$ cat config.mk
export PLATFORM = sky130hd
export DESIGN_NAME = clk_div_multi_flat
export DESIGN_NICKNAME = d
export VERILOG_FILES = /design/src/rtl/clk_div_multi_if.sv /design/src/rtl/clk_div_multi.sv /design/src/flat_wrapper.sv
export SDC_FILE = /design/constraint.sdc
export NUM_CORES = 1
export LEC_CHECK = 0
export ABC_CLOCK_PERIOD_IN_PS = 2250
export BUFFER_PORTS_ARGS = -buffer_cell sky130_fd_sc_hd__buf_2
export CAP_MARGIN = 20
export CORE_MARGIN = 2
export CORE_UTILIZATION = 42
export DETAILED_ROUTE_END_ITERATION = 8
export GPL_TIMING_DRIVEN = 0
export HOLD_SLACK_MARGIN = 0.1
export SKIP_LAST_GASP = 1
export SLEW_MARGIN = 20
export SYNTH_ARGS = -nofsm -noshare
export SYNTH_HDL_FRONTEND = slang
export SYNTH_SLANG_ARGS = --single-unit
$ cat constraint.sdc
create_clock -name ref_clk -period 2.25 [get_ports ref_clk]
set_input_delay 0.225 -clock ref_clk [delete_from_list [all_inputs] [get_ports ref_clk]]
set_output_delay 0.225 -clock ref_clk [all_outputs]
set_load 0.03 [all_outputs]
$ cat src/rtl/clk_div_multi_if.sv
// clk_div_multi_if: per-channel control and divided-clock outputs of clk_div_multi
interface clk_div_multi_if #(
  parameter int N_CH  = 4,
  parameter int DIV_W = 8
);
  logic [N_CH-1:0]       clk_en;
  logic [N_CH*DIV_W-1:0] div_ratio;
  logic                  sync;
  logic [N_CH-1:0]       div_clk;
  logic [N_CH-1:0]       tick;
  logic [N_CH-1:0]       active;
  modport master (output clk_en, div_ratio, sync, input div_clk, tick, active);
  modport slave  (input clk_en, div_ratio, sync, output div_clk, tick, active);
endinterface

$ cat src/rtl/clk_div_multi.sv
// clk_div_multi: N-channel integer clock divider with period-boundary ratio loads and global sync
module clk_div_multi #(
  parameter int N_CH  = 4,
  parameter int DIV_W = 8
) (
  input logic            ref_clk,
  input logic            rst,
  clk_div_multi_if.slave bus
);
  // bit 0 of the state is the RUN flag, bit 1 the bypass select, so both come straight from flops
  typedef enum logic [1:0] {IDLE = 2'b00, RUN = 2'b01, BYPASS = 2'b10} st_t;
  st_t              st  [N_CH];
  logic [DIV_W-1:0] cnt [N_CH];
  logic [DIV_W-1:0] act [N_CH];
  logic [DIV_W-1:0] r   [N_CH];
  logic [N_CH-1:0]  q, tick, ok, last, run, byp;
  always_comb begin
    ok   = '0;
    last = '0;
    run  = '0;
    byp  = '0;
    for (int c = 0; c < N_CH; c++) begin
      r[c]    = bus.div_ratio[c*DIV_W +: DIV_W];
      ok[c]   = r[c] > DIV_W'(1);
      last[c] = bus.sync | (cnt[c] == act[c] - DIV_W'(1));
      run[c]  = st[c][0];
      byp[c]  = st[c][1];
    end
  end
  always_ff @(posedge ref_clk or posedge rst)
    if (rst) begin
      q    <= '0;
      tick <= '0;
      for (int c = 0; c < N_CH; c++) begin
        st[c]  <= IDLE;
        cnt[c] <= '0;
        act[c] <= '0;
      end
    end else begin
      for (int c = 0; c < N_CH; c++)
        if ((st[c] != RUN || last[c]) && bus.clk_en[c] && ok[c]) begin
          st[c]   <= RUN;
          act[c]  <= r[c];
          cnt[c]  <= '0;
          q[c]    <= 1'b1;
          tick[c] <= 1'b1;
        end else if (st[c] == RUN && !last[c]) begin
          cnt[c]  <= cnt[c] + DIV_W'(1);
          q[c]    <= (cnt[c] + DIV_W'(1)) < (act[c] >> 1);
          tick[c] <= 1'b0;
        end else begin
          st[c]   <= bus.clk_en[c] ? BYPASS : IDLE;
          q[c]    <= 1'b0;
          tick[c] <= 1'b0;
        end
    end
  assign bus.div_clk = (byp & {N_CH{ref_clk}}) | (q & ~byp);
  assign bus.tick    = tick;
  assign bus.active  = run;
endmodule

$ cat src/flat_wrapper.sv
// flat-port wrapper written by rule: the top's interface ports become plain ports
module clk_div_multi_flat 
#(
  parameter int N_CH  = 4,
  parameter int DIV_W = 8
)
  (ref_clk, rst, bus_clk_en, bus_div_ratio, bus_sync, bus_div_clk, bus_tick, bus_active);
  clk_div_multi_if #(.N_CH(N_CH), .DIV_W(DIV_W)) bus_i ();
  input logic ref_clk;
  input logic rst;
  input wire logic [$bits(bus_i.clk_en)-1:0] bus_clk_en;
  input wire logic [$bits(bus_i.div_ratio)-1:0] bus_div_ratio;
  input wire logic [$bits(bus_i.sync)-1:0] bus_sync;
  output wire logic [$bits(bus_i.div_clk)-1:0] bus_div_clk;
  output wire logic [$bits(bus_i.tick)-1:0] bus_tick;
  output wire logic [$bits(bus_i.active)-1:0] bus_active;
  assign bus_i.clk_en = bus_clk_en;
  assign bus_i.div_ratio = bus_div_ratio;
  assign bus_i.sync = bus_sync;
  assign bus_div_clk = bus_i.div_clk;
  assign bus_tick = bus_i.tick;
  assign bus_active = bus_i.active;
  clk_div_multi #(.N_CH(N_CH), .DIV_W(DIV_W)) u_core (.ref_clk(ref_clk), .rst(rst), .bus(bus_i));
endmodule
==> reports/metrics.yaml <==
worst_hold_path:
  holdPathStages: 3
  min_to: "u_core.act[8]"
  hp-class: "in -> reg"
  hp-start: "bus_clk_en[2]"
timing:
  setup_viol: 8
  rsz0062_at_grt: "true"
  slew-limit-headroom: 0.695
  min_period_ns: 2.29
  slew_viol_final: 0
  max_clock_freq_ghz: 0.438
  period_share: 1.02
  hold_viol_final: 0
  skew_ns: 0.00639
  holdWs_ns: 0.215
  worstMarginPinSlew_ns: 0.455
  layout_setup_ws_ns: -0.0352
die:
  dieHeight_um: 116
  core_um2: 12100
  num_rows: 40
  dieArea_um2: 13400
  die_x_um: 116
  ios: 51
  start_util: 0.434
clock_tree:
  cts.reportedPaths.clkPinSlew_ns: 0.06
  cts_tree: "done"
  clk-insertion-delay-late_ns: 0.45
detailed_routing:
  via_per_inst: 5.38
  drt_iter0_markers: 174
  vias: 4611
  first_pass_iters: 5
  ant_nets: 0
  routed_wl_mm: 13.9
  drcViolationCount: 0
  wl_per_cell_um: 16.2
critical_path:
  required_ns: 2.58
  rr_worst_depth: 9
  critPathKind: "reg -> reg"
  cp_max_fo: 7
  reg2reg_to: "u_core.act[4]"
  worstReg2RegStart: "u_core.act[1]"
  arrival_ns: 2.62
  start_kind: "flip-flop"
  startpoint: "u_core.act[1]"
  r2r_slack_ns: -0.04
  crit_path_end_kind: "flip-flop"
synthesis:
  synth_top_area_share: 0.383
  synth-edff-count: 0
  synth.most_common_cell: "dfrtp_1"
  yosysTopAreaCell: "dfrtp_1"
  yosysWarnings: 0
  synth_nets: 626
  ys_ff_latch: 80
  syn_area_um2: 5230
  synth_top_flop_cell: "dfrtp_1"
  async_reset_ff_frac: 1.00
  ys_seq_area_frac: 0.383
  ys_types: 51
  synth_area_per_cell_um2: 9.43
  synth_area_leaders: "dfrtp_1 38%, ha_1 7.7%, xnor2_1 7.5%, nand3_1 4.6%, nand2_1 3.4%"
  synthCells: 555
  synth_top_cells_by_count: "80 x dfrtp_1, 48 x nand2_1, 48 x nand3_1"
cells_and_area:
  n_antenna_cell: 0
  nets: 755
  stdcell_count: 857
  stdcell_area_um2: 7280
  syn_to_final_growth_pct: 39.1
  drive_gt1_frac: 0.306
placed_design:
  port_buffers: 50
  dp_slack_ns: -0.309
  place_inst: 776
  dpl.hpwl_mm: 9.00
  gp_congestion: 0.850
  place_area_um2: 5790
run_status:
  violations: "setup timing"
  outcome: "complete, but fails checks"
global_route:
  grt.total_usage: 0.220
  grt_pass1_wl_mm: 22.7
  grt_max_degree: 25
  grt_antenna_before_repair: 0
  grt_pass1_vias: 4747
  grt_overflow_total: 0
pwr:
  ir_worst_vdd_mv: 0.591
  powerDensity_nw_per_um2: 1270
  leakage_nw: 3.34
run:
  drv_cap: 0
## worst max-delay path by stage
stage / end / slack, ns
2_1_floorplan: u_core.act[20] / 0.007
3_5_place_dp: u_core.act[20] / -0.31
6_report: u_core.act[4] / -0.04
5_1_grt: u_core.act[0] / -0.19
4_1_cts: u_core.act[4] / -0.1
3_3_place_gp: u_core.act[4] / -0.21
## routing by layer
layer	GRT usage	part of all wire
met5	0	0
met4	0.124	0.031
met3	0.0366	0.034
met2	0.364	0.50
met1	0.272	0.43
## cell families after synthesis
group / count (synthesis) / share of synthesized area
simple gates: 199 / 0.206
flops: 80 / 0.383
xor+xnor: 59 / 0.0988
mux: 23 / 0.0545
compound gates: 102 / 0.134
buf+inv: 60 / 0.0474
fa+ha+maj: 32 / 0.0765
## flip-flops by register name (all words and copies together) (netlist names)
signal,count
u_core.act,32
u_core.bus.active,4
u_core.bus.tick,4
u_core.byp,4
u_core.cnt,32
u_core.q,4
## metrics by stage
stage / TNS [ns] / utilization / total power, mW
finish: -0.194 / 0.603 / 9.24
global route: -2.05 / 0.603 / 9.89
CTS: -0.694 / 0.578 / 8.74
detailed placement: -6.08 / 0.480 / 6.00
global placement: -3.23 / 0.474 / 5.81
floorplan: 0 / - / 5.15
## layout by cell type (no fill, tap or decap), drive strengths merged, types with 2 or more instances in the layout
cell / n
dlygate4sd3: 36
xor2: 14
dfrtp: 80
nand4: 9
o2111ai: 4
nand3: 52
and3: 9
or4: 6
ha: 32
a31o: 5
o21bai: 2
a2bb2oi: 2
nor3: 5
o22ai: 2
a2111oi: 2
inv: 44
clkinvlp: 3
a21oi: 20
clkbuf: 17
or3: 4
nor2: 19
a22o: 4
and2: 4
or2: 2
o21ai: 30
xnor2: 45
a31oi: 8
a32oi: 3
nand2b: 24
nor2b: 6
nor4b: 3
nand2: 48
nor4: 6
mux2: 23
a21o: 17
clkinv: 2
buf: 89
## layout make-up
| cell class | instances | area, um^2 |
|---|---|---|
| well taps | 168 | 210 |
| flip-flops and latches | 80 | 2010 |
| clock inverters | 6 | 67.6 |
| fillers | 969 | 4780 |
| plain buffers | 10 | 88.8 |
| inverters | 44 | 169 |
| clock buffers | 18 | 359 |
| multi-input cells | 417 | 3440 |
| repair buffers | 114 | 928 |
## timing repair
action | 4_1_cts | 5_1_grt
pin swaps | 11 | 23
hold buffers | 36 | 0
cloned | 2 | 2
buffers inserted | 22 | 8
resized for setup | 45 | 67
setup endpoints to repair | 53 | 74
hold endpoints to repair | 67 | 0
## critical path, cell delays in order (launching register included)
cell,delay [ns]
dfrtp_1,0.40
inv_2,0.09
ha_4,0.19
and3_4,0.20
o22ai_4,0.07
a2111oi_4,0.42
a2bb2oi_4,0.19
and2b_1,0.16
buf_6,0.14
mux2_4,0.30
## power by group
group / total [mW] / switching [mW] / internal [mW]
Clock: 2.07 / 0.817 / 1.25
Sequential: 2.63 / 0.722 / 1.91
Combinational: 4.55 / 2.22 / 2.32
(Power assumes the default switching activity.)
